[src/rtl/miriscv_decode_pipe.sv]
`default_nettype none
// +--------------------------------------------------------------------------+
// | miriscv_decode_pipe : queued, registered RV32I decode stage with flush   |
// | and an illegal-instruction counter. MIRISCV_DECODE_RVM_EN enables RV32M.  |
// | Revision: 1.0                                                            |
// +--------------------------------------------------------------------------+

`ifndef ALU_OP_WIDTH
`define ALU_OP_WIDTH 5
`endif

module miriscv_decode_pipe #(
   parameter int unsigned DEPTH = 2,
   parameter int unsigned CNT_W = 16
) (
   input  logic                     clk_i,
   input  logic                     arstn_i,
   input  logic                     flush_i,

   input  logic                     instr_valid_i,
   output logic                     instr_ready_o,
   input  logic [31:0]              instr_i,
   input  logic [31:0]              pc_i,

   output logic                     dec_valid_o,
   input  logic                     dec_ready_i,
   output logic [31:0]              pc_o,
   output logic [1:0]               ex_op_a_sel_o,
   output logic [2:0]               ex_op_b_sel_o,
   output logic [`ALU_OP_WIDTH-1:0] alu_op_o,
   output logic                     mem_req_o,
   output logic                     mem_we_o,
   output logic [2:0]               mem_size_o,
   output logic                     gpr_we_a_o,
   output logic                     wb_src_sel_o,
   output logic                     branch_o,
   output logic                     jal_o,
   output logic                     jalr_o,
   output logic                     illegal_instr_o,
   output logic                     mdu_req_o,
   output logic [2:0]               mdu_op_o,
   output logic [CNT_W-1:0]         illegal_cnt_o
);

   localparam int unsigned PTR_W = (DEPTH > 1) ? $clog2(DEPTH) : 1;
   localparam int unsigned OCC_W = $clog2(DEPTH + 1);
   localparam int unsigned ALU_W = `ALU_OP_WIDTH;
   localparam logic [OCC_W-1:0] FULL_OCC = OCC_W'(DEPTH);

   localparam logic [4:0] OPC_LOAD   = 5'b00000;
   localparam logic [4:0] OPC_MISC   = 5'b00011;
   localparam logic [4:0] OPC_OP_IMM = 5'b00100;
   localparam logic [4:0] OPC_AUIPC  = 5'b00101;
   localparam logic [4:0] OPC_STORE  = 5'b01000;
   localparam logic [4:0] OPC_OP     = 5'b01100;
   localparam logic [4:0] OPC_LUI    = 5'b01101;
   localparam logic [4:0] OPC_BRANCH = 5'b11000;
   localparam logic [4:0] OPC_JALR   = 5'b11001;
   localparam logic [4:0] OPC_JAL    = 5'b11011;
   localparam logic [4:0] OPC_SYSTEM = 5'b11100;

   localparam logic [1:0] OP_A_RS1   = 2'd0;
   localparam logic [1:0] OP_A_PC    = 2'd1;
   localparam logic [1:0] OP_A_ZERO  = 2'd2;
   localparam logic [2:0] OP_B_RS2   = 3'd0;
   localparam logic [2:0] OP_B_IMM_I = 3'd1;
   localparam logic [2:0] OP_B_IMM_U = 3'd2;
   localparam logic [2:0] OP_B_IMM_S = 3'd3;
   localparam logic [2:0] OP_B_INCR  = 3'd4;

   localparam logic WB_EX  = 1'b0;
   localparam logic WB_LSU = 1'b1;

   typedef struct packed {
      logic [1:0]       op_a;
      logic [2:0]       op_b;
      logic [ALU_W-1:0] alu;
      logic             mem_req;
      logic             mem_we;
      logic [2:0]       mem_size;
      logic             gpr_we;
      logic             wb_src;
      logic             branch;
      logic             jal;
      logic             jalr;
      logic             illegal;
      logic             mdu_req;
      logic [2:0]       mdu_op;
   } dec_t;

   // ---------------- instruction queue ----------------
   logic [63:0]      mem_q [DEPTH];
   logic [PTR_W-1:0] wptr_q, wptr_d;
   logic [PTR_W-1:0] rptr_q, rptr_d;
   logic [OCC_W-1:0] occ_q, occ_d;

   logic push, pop, q_empty, slot_load;

   assign instr_ready_o = (occ_q != FULL_OCC);
   assign q_empty       = (occ_q == '0);
   assign push          = instr_valid_i && instr_ready_o;
   assign slot_load     = !q_empty && (!dec_valid_o || dec_ready_i);
   assign pop           = slot_load;

   always_comb begin
      wptr_d = wptr_q;
      rptr_d = rptr_q;
      occ_d  = occ_q;
      if (flush_i) begin
         wptr_d = '0;
         rptr_d = '0;
         occ_d  = '0;
      end else begin
         if (push) wptr_d = wptr_q + PTR_W'(1);
         if (pop)  rptr_d = rptr_q + PTR_W'(1);
         case ({push, pop})
            2'b10:   occ_d = occ_q + OCC_W'(1);
            2'b01:   occ_d = occ_q - OCC_W'(1);
            default: occ_d = occ_q;
         endcase
      end
   end

   always_ff @(posedge clk_i or negedge arstn_i) begin
      if (!arstn_i) begin
         wptr_q <= '0;
         rptr_q <= '0;
         occ_q  <= '0;
      end else begin
         wptr_q <= wptr_d;
         rptr_q <= rptr_d;
         occ_q  <= occ_d;
      end
   end

   // Storage needs no reset: occupancy alone decides what is valid.
   always_ff @(posedge clk_i) begin
      if (push && !flush_i) mem_q[wptr_q] <= {instr_i, pc_i};
   end

   // ---------------- RV32I decode of the queue head ----------------
   logic [31:0] head_instr, head_pc;
   logic [4:0]  opc;
   logic [2:0]  f3;
   logic [6:0]  f7;
   logic        ill;
   dec_t        dec_d;

   assign head_instr = mem_q[rptr_q][63:32];
   assign head_pc    = mem_q[rptr_q][31:0];
   assign opc        = head_instr[6:2];
   assign f3         = head_instr[14:12];
   assign f7         = head_instr[31:25];

   always_comb begin
      dec_d = '0;
      ill   = 1'b0;
      case (opc)
         OPC_LOAD: begin
            dec_d.op_b     = OP_B_IMM_I;
            dec_d.mem_req  = 1'b1;
            dec_d.mem_size = f3;
            dec_d.gpr_we   = 1'b1;
            dec_d.wb_src   = WB_LSU;
            ill = (f3 == 3'd3) || (f3 == 3'd6) || (f3 == 3'd7);
         end
         OPC_MISC: ;
         OPC_OP_IMM: begin
            dec_d.op_b   = OP_B_IMM_I;
            dec_d.gpr_we = 1'b1;
            dec_d.alu    = ALU_W'({2'b00, f3});
            if (f3 == 3'd1) begin
               ill = (f7 != 7'h00);
            end else if (f3 == 3'd5) begin
               if (f7 == 7'h20)      dec_d.alu = ALU_W'({2'b01, f3});
               else if (f7 != 7'h00) ill = 1'b1;
            end
         end
         OPC_AUIPC: begin
            dec_d.op_a   = OP_A_PC;
            dec_d.op_b   = OP_B_IMM_U;
            dec_d.gpr_we = 1'b1;
         end
         OPC_STORE: begin
            dec_d.op_b     = OP_B_IMM_S;
            dec_d.mem_req  = 1'b1;
            dec_d.mem_we   = 1'b1;
            dec_d.mem_size = f3;
            ill = (f3 > 3'd2);
         end
         OPC_OP: begin
            dec_d.gpr_we = 1'b1;
            case (f7)
               7'h00: dec_d.alu = ALU_W'({2'b00, f3});
               7'h20: begin
                  dec_d.alu = ALU_W'({2'b01, f3});
                  ill = (f3 != 3'd0) && (f3 != 3'd5);
               end
`ifdef MIRISCV_DECODE_RVM_EN
               7'h01: begin
                  dec_d.mdu_req = 1'b1;
                  dec_d.mdu_op  = f3;
               end
`endif
               default: ill = 1'b1;
            endcase
         end
         OPC_LUI: begin
            dec_d.op_a   = OP_A_ZERO;
            dec_d.op_b   = OP_B_IMM_U;
            dec_d.gpr_we = 1'b1;
         end
         OPC_BRANCH: begin
            dec_d.branch = 1'b1;
            dec_d.alu    = ALU_W'({2'b11, f3});
            ill = (f3 == 3'd2) || (f3 == 3'd3);
         end
         OPC_JALR: begin
            dec_d.op_a   = OP_A_PC;
            dec_d.op_b   = OP_B_INCR;
            dec_d.gpr_we = 1'b1;
            dec_d.jalr   = 1'b1;
            ill = (f3 != 3'd0);
         end
         OPC_JAL: begin
            dec_d.op_a   = OP_A_PC;
            dec_d.op_b   = OP_B_INCR;
            dec_d.gpr_we = 1'b1;
            dec_d.jal    = 1'b1;
         end
         OPC_SYSTEM: ill = (head_instr != 32'h0000_0073) && (head_instr != 32'h0010_0073);
         default:    ill = 1'b1;
      endcase
      if (head_instr[1:0] != 2'b11) ill = 1'b1;
      if (ill) begin
         dec_d         = '0;
         dec_d.illegal = 1'b1;
      end
   end

   // ---------------- output slot and counter ----------------
   dec_t             dec_q;
   logic             dec_valid_q;
   logic [31:0]      pc_q;
   logic [CNT_W-1:0] ill_cnt_q;

   always_ff @(posedge clk_i or negedge arstn_i) begin
      if (!arstn_i) begin
         dec_valid_q <= 1'b0;
         dec_q       <= '0;
         pc_q        <= '0;
      end else if (flush_i) begin
         dec_valid_q <= 1'b0;
      end else if (slot_load) begin
         dec_valid_q <= 1'b1;
         dec_q       <= dec_d;
         pc_q        <= head_pc;
      end else if (dec_ready_i) begin
         dec_valid_q <= 1'b0;
      end
   end

   always_ff @(posedge clk_i or negedge arstn_i) begin
      if (!arstn_i) begin
         ill_cnt_q <= '0;
      end else if (dec_valid_q && dec_ready_i && dec_q.illegal && !(&ill_cnt_q)) begin
         ill_cnt_q <= ill_cnt_q + CNT_W'(1);
      end
   end

   assign dec_valid_o     = dec_valid_q;
   assign pc_o            = pc_q;
   assign ex_op_a_sel_o   = dec_q.op_a;
   assign ex_op_b_sel_o   = dec_q.op_b;
   assign alu_op_o        = dec_q.alu;
   assign mem_req_o       = dec_q.mem_req;
   assign mem_we_o        = dec_q.mem_we;
   assign mem_size_o      = dec_q.mem_size;
   assign gpr_we_a_o      = dec_q.gpr_we;
   assign wb_src_sel_o    = dec_q.wb_src;
   assign branch_o        = dec_q.branch;
   assign jal_o           = dec_q.jal;
   assign jalr_o          = dec_q.jalr;
   assign illegal_instr_o = dec_q.illegal;
   assign mdu_req_o       = dec_q.mdu_req;
   assign mdu_op_o        = dec_q.mdu_op;
   assign illegal_cnt_o   = ill_cnt_q;

endmodule

`default_nettype wire

[config.mk]
export PLATFORM = sky130hd
export DESIGN_NAME = miriscv_decode_pipe
export DESIGN_NICKNAME = d
export VERILOG_FILES = /design/src/rtl/miriscv_decode_pipe.sv
export SDC_FILE = /design/constraint.sdc
export NUM_CORES = 1
export LEC_CHECK = 0
export ABC_AREA = 1
export CAP_MARGIN = 20
export CELL_PAD_IN_SITES_DETAIL_PLACEMENT = 0
export CELL_PAD_IN_SITES_GLOBAL_PLACEMENT = 2
export CORE_MARGIN = 2
export CORE_UTILIZATION = 34
export CTS_CLUSTER_SIZE = 24
export DETAILED_ROUTE_END_ITERATION = 8
export HOLD_SLACK_MARGIN = 0.05
export PLACE_DENSITY = 0.87
export SYNTH_ARGS = -nofsm -noshare
export SYNTH_HDL_FRONTEND = slang
export SYNTH_SLANG_ARGS = --single-unit
[constraint.sdc]
create_clock -name clk_i -period 6 [get_ports clk_i]
set_input_delay 0.9 -clock clk_i [delete_from_list [all_inputs] [get_ports clk_i]]
set_output_delay 0.9 -clock clk_i [all_outputs]
set_load 0.005 [all_outputs]
[Word-level counts from Yosys, hierarchy flattened]
Memory sizes are Yosys's and may differ from the RTL's.
Cells that the tools add are included.
Storage, ports and cells
  bits in registers: 78
  memory bits (writable): 128
  bits of input ports: 69
  word-level logic and storage cells: 120
  memories kept: 1
Memories
  mem_q: words 2, bits a word 64, read ports 1, clocked after memory_dff 0, write ports 1, line 92  | logic [63:0] mem_q [DEPTH];
Cells by class
  add/subtract/negate cells: 5
  $lt $le $gt $ge: 1
  equal/unequal tests: 24
  multiplexer cells: 34
  bitwise gates (word level): 1
  reductions and logical operators: 34
Operators with widths (count)
  $ne 32x21->1 const B: 1
  $ne 32x7->1 const B: 1
  $mux 25: 1
  $mux 1: 21
  $eq 5x5->1 const B: 4
  $add 16x1->16 const B: 1
  $reduce_and 16->1: 1
  $eq 5x4->1 const B: 3
  $pmux 5 s3: 1
  $mux 4: 3
  $pmux 3 s4: 1
  $eq 5x3->1 const B: 2
  $eq 3x3->1 const B: 3
  $reduce_bool 3->1: 3
  $logic_and 1x1->1: 8
  $pmux 1 s8: 1
  $pmux 2 s2: 2
  $pmux 4 s2: 1
  $reduce_or 2->1: 4
  $eq 7x6->1 const B: 1
  $logic_not 7->1: 1
  $reduce_bool 7->1: 1
  $reduce_or 7->1: 1
  $eq 3x2->1 const B: 2
  other kinds (22): 31

[Depth between registers and ports, before layout]
An unclocked memory read counts as a cell.
  word-level depth: 9
  gate-level depth with buffers: 16
  gate-level depth less buffers: 14

[Worst setup path after synthesis]
No wires, ideal clock.
  path kind: in2reg
  start: input flush_i
  end: memory mem_q[0][0] (enable)
  library setup time: 0.564 ns
  arrival time: 5.331 ns
  path slack: 0.105 ns
  cell stages on the path: 1
  buffers on the path: 0
  cells stage by stage: nor3_1
Between the ends
  longest elaborated chain between the ends: 4
RTL lines
  start, declared: line 18  | input logic flush_i,
  $logic_not 1->1: line 138  | if (push && !flush_i) mem_q[wptr_q] <= {instr_i, pc_i};
  $logic_and 1x1->1: line 138
  $mux 1: line 138
  $mux 1 (implied by the code): line 138
  end, declared: line 92
Every way passes these cells.

[Worst setup path in the final report]
  start: input dec_ready_i
  end: register dec_q, in the netlist mem_size_o[0]
Between the ends
  longest elaborated chain between the ends: 3
RTL lines
  start, declared: line 26  | input logic dec_ready_i,
  $logic_or 1x1->1: line 102  | assign slot_load = !q_empty && (!dec_valid_o || dec_ready_i);
  $logic_and 1x1->1: line 102
  $reduce_and 2->1 (no line)
  end signal, assigned: line 250  | dec_q <= '0;
  end signal, assigned: line 256  | dec_q <= dec_d;
  end, declared: line 242  | dec_t dec_q;
Every way passes these cells.
A chain may end at the register's enable or synchronous reset.

==> reports/summary.txt <==
========================================================================================
Initial drt markers                                                                  296
Vias in the first global route                                                      5212
Critical path endpoint category                                                     flop
Global-route wire length before repair                                          27800 um
Clock root buffer                                                           sky130_fd_sc_hd__clkbuf_16
Layout Area Growth over Synthesis                                                  28.5%
Final routed wirelength across all metal layers                                 17500 um
Main combinational cell family by area after synthesis                      simple AND/OR/NAND/NOR gates
Post-synth design cell area                                                   8090 sq um
Slew at the pin closest to its max-slew limit                                     988 ps
Grt total ovfl                                                                         0
Count of maximum capacitance violations                                                0
Width of the die                                                                  158 um
Post-synthesis compound-gate area fraction                                        0.0472
CP max stage cell                                                           sky130_fd_sc_hd__nand2_4
Min Clock Period, post-route                                                     3210 ps
Result of the run                                                           complete, no violations
Number of failing setup endpoints in the final timing report                           0
Cells after synthesis                                                                744
Ys Warns                                                                               0
Clock slew at the register clock pins of the worst setup and hold paths            80 ps
Area share of fa/ha/maj cells after synthesis                                    0.00155
Post-synthesis mux area share                                                          0
# nets final                                                                         949
TritonCTS clock tree                                                               built
Setup total negative slack                                                          0 ps
RSZ-0062 raised after global routing                                               false
Parity-gate share of the synthesized area counting xor and xnor cells             0.0141
Worst-path cell chain                                                       clkdlybuf4s50_1 -> inv_1 -> a21oi_1 -> nand2_4 -> inv_1 -> nand2_1 -> nor3_1 -> nand3_1 -> nand2_1
Drt drc                                                                                0
Number of cells upsized or downsized after cts                                         0
Overall die area                                                             25000 sq um
Power Density                                                                398 nW/um^2
Post-route clock period utilization                                                0.535
Dpl cells                                                                           1179
Filler cell count in the final layout                                               2235
Total number of vias                                                                5380
Pins Over Slew Limit                                                                   0
Pre-antenna DRT Iters                                                                  4
Fmax                                                                             312 MHz
Number of hold-repair buffers added at the cts stage                                   0
Static Leakage                                                                   4.27 nW
Deepest level of the CTS H-tree                                                        4
Starting density of the core                                                       0.346
Clock Skews                                                                      15.2 ps
Worst Path Class, Setup                                                        in -> reg
Routability-driven placement congestion ratio                                      0.743
Library cells used by synthesis                                                       35
Initial antenna violation count                                                        1
Maximum count of clock buffers along a single path                                     2
Number of I/O port buffers                                                           138
ANT nets after route                                                                   0
Total Power Consumption                                                          4.13 mW
Num Clock Sinks                                                                      199
Hold violation count in the final report                                               0
Finished Cell Area                                                           10400 sq um
Delay of the slowest critical-path stage                                          580 ps
WP buf/inv                                                                             3
WL/cell                                                                          14.5 um
Post-layout instance count excluding filler cells                                   1212
Hold Path Class                                                               reg -> reg
Required arrival time at the worst endpoint                                      6360 ps
Core Box Area                                                                23400 sq um
Drt via density                                                                     4.44
Estimated wirelength of the detail-placed design                                11100 um
Highest fanout seen on the critical path                                              92
Cell area after placement                                                     9760 sq um
CTS buffer count                                                                      17
Largest vdd supply drop                                                           168 uV
Flip-flop and latch count after synthesis                                            199
Category of cells accounting for the largest share of critical-path delay   simple AND/OR/NAND/NOR gates
Clock latency at the later pin of the worst-skew pair                             430 ps
Sort of element at the start of the critical path                              input pin
Max-slew headroom                                                                  0.341
Share of post-route cells with drive strength above 1                             0.0639
Site row count                                                                        56
Height of the chip                                                                158 um
Avg Cell Area, Syn                                                            10.9 sq um
I/O pin count                                                                        144
Post-CTS Setup Inserts                                                                 0
Hold WS                                                                           481 ps
Crit path arrival time                                                           3570 ps
Synth Area in Simple Gates                                                         0.196
Maximum number of pins on one net before global-route repair                          93
Portion of the post-synthesis area used by sequential elements                     0.693
Overall fraction of global-route tracks in use                                     0.146
========================================================================================
-- routing by layer --
metal  routed length (um)  global-route usage  vias to the layer above
met5                    0                   0                        -
met4                  202              0.0408                        0
met3                  678              0.0351                       10
met2                 8580               0.248                      105
met1                 8060               0.188                     2526
li1                     -                   -                     2739
-- cells in the mapped netlist, drive strengths merged --
master / count / area [sq um]
nand3b: 3 / 22.5
nand2: 207 / 797
clkbuf: 14 / 52.6
buf: 15 / 111
o31ai: 32 / 240
o21ai: 13 / 65.1
nor4: 1 / 6.26
a21boi: 1 / 7.51
nor3: 10 / 50.1
inv: 59 / 221
nand4: 5 / 31.3
xor2: 9 / 78.8
edfxtp: 126 / 3780
o21bai: 1 / 7.51
nor2: 120 / 474
o311ai: 1 / 8.76
o211ai: 2 / 15.0
ha: 1 / 12.5
conb: 1 / 3.75
a31oi: 1 / 6.26
nand3: 38 / 195
and2: 1 / 6.26
dfrtp: 73 / 1830
a21oi: 5 / 25.0
xnor2: 4 / 35.0
o22ai: 1 / 6.26
-- flip-flops by register name (all words and copies together), names as in the netlist --
register / count
alu_op_o: 5
dec_valid_o: 1
ex_op_a_sel_o: 2
ex_op_b_sel_o: 3
gpr_we_a_o: 1
illegal_cnt_o: 16
illegal_instr_o: 1
jal_o: 1
jalr_o: 1
mem_q: 126
mem_req_o: 1
mem_size_o: 3
mem_we_o: 1
occ_q: 2
pc_o: 32
rptr_q: 1
wb_src_sel_o: 1
wptr_q: 1
-- power by group --
group / internal (mW) / total [mW] / switching [mW]
clock network: 0.581 / 1.18 / 0.602
logic: 0.490 / 1.12 / 0.628
registers: 1.69 / 1.83 / 0.146
total: 2.76 / 4.13 / 1.38
-- cells in the final DEF (no fill, tap or decap), drive strengths merged, types with 6 or more instances in the layout --
cell and count:
clkdlybuf4s50 137, nand2 207, dfrtp 73, clkinv 6
o31ai 32, inv 67, xor2 9, nor3 10
edfxtp 126, o21ai 13, clkbuf 17, nor2 120
nand3 38
-- final cells by class --
cell class | count | area (sq um) | share of cell area
Multi-Input combinational cell | 460 | 2120 | 0.204
Inverter | 59 | 221 | 0.0213
Sequential cell | 199 | 5610 | 0.540
Clock buffer | 17 | 425 | 0.0409
Clock inverter | 15 | 205 | 0.0197
Timing Repair Buffer | 142 | 1410 | 0.135
Antenna cell | 1 | 2.50 | 0.000241
Tap cell | 319 | 399 | 0.0384
-- per-stage QoR --
stage / worst slack, ps / utilization
2_1_floorplan: 105 / -
3_3_place_gp: 2270 / 0.417
3_5_place_dp: 2270 / 0.417
4_1_cts: 2720 / 0.444
5_1_grt: 2360 / 0.444
6_report: 2790 / 0.444
-- worst register-to-register path: cells and delay by family, from the launching register on --
| family | cells | cell delay (ps) |
|---|---|---|
| simple gates | 12 | 1470 |
| buf+inv | 2 | 890 |
| flops | 1 | 600 |
-- cell families after synthesis --
| family | Yosys count |
|---|---|
| fa+ha+maj | 1 |
| flops | 199 |
| xor+xnor | 13 |
| other cells | 1 |
| buf+inv | 88 |
| compound gates | 57 |
| simple gates | 385 |
-- worst paths after layout --
| check | start | to | slack (ps) | cells after the start |
|---|---|---|---|---|
| min in group asynchronous | arstn_i | pc_o[24]$_DFFE_PN0P_ | 620 | 1 |
| min | mem_size_o[2]$_DFFE_PN0P_ | mem_size_o[2]$_DFFE_PN0P_ | 480 | 2 |
| max | dec_ready_i | mem_size_o[0]$_DFFE_PN0P_ | 2790 | 9 |
| min reg2reg | mem_size_o[2]$_DFFE_PN0P_ | mem_size_o[2]$_DFFE_PN0P_ | 480 | 2 |
| max in group asynchronous | arstn_i | rptr_q$_DFFE_PN0P_ | 4670 | 1 |
| max reg2reg | rptr_q$_DFFE_PN0P_ | jalr_o$_DFFE_PN0P_ | 2970 | 14 |
(Power assumes the default switching activity.)
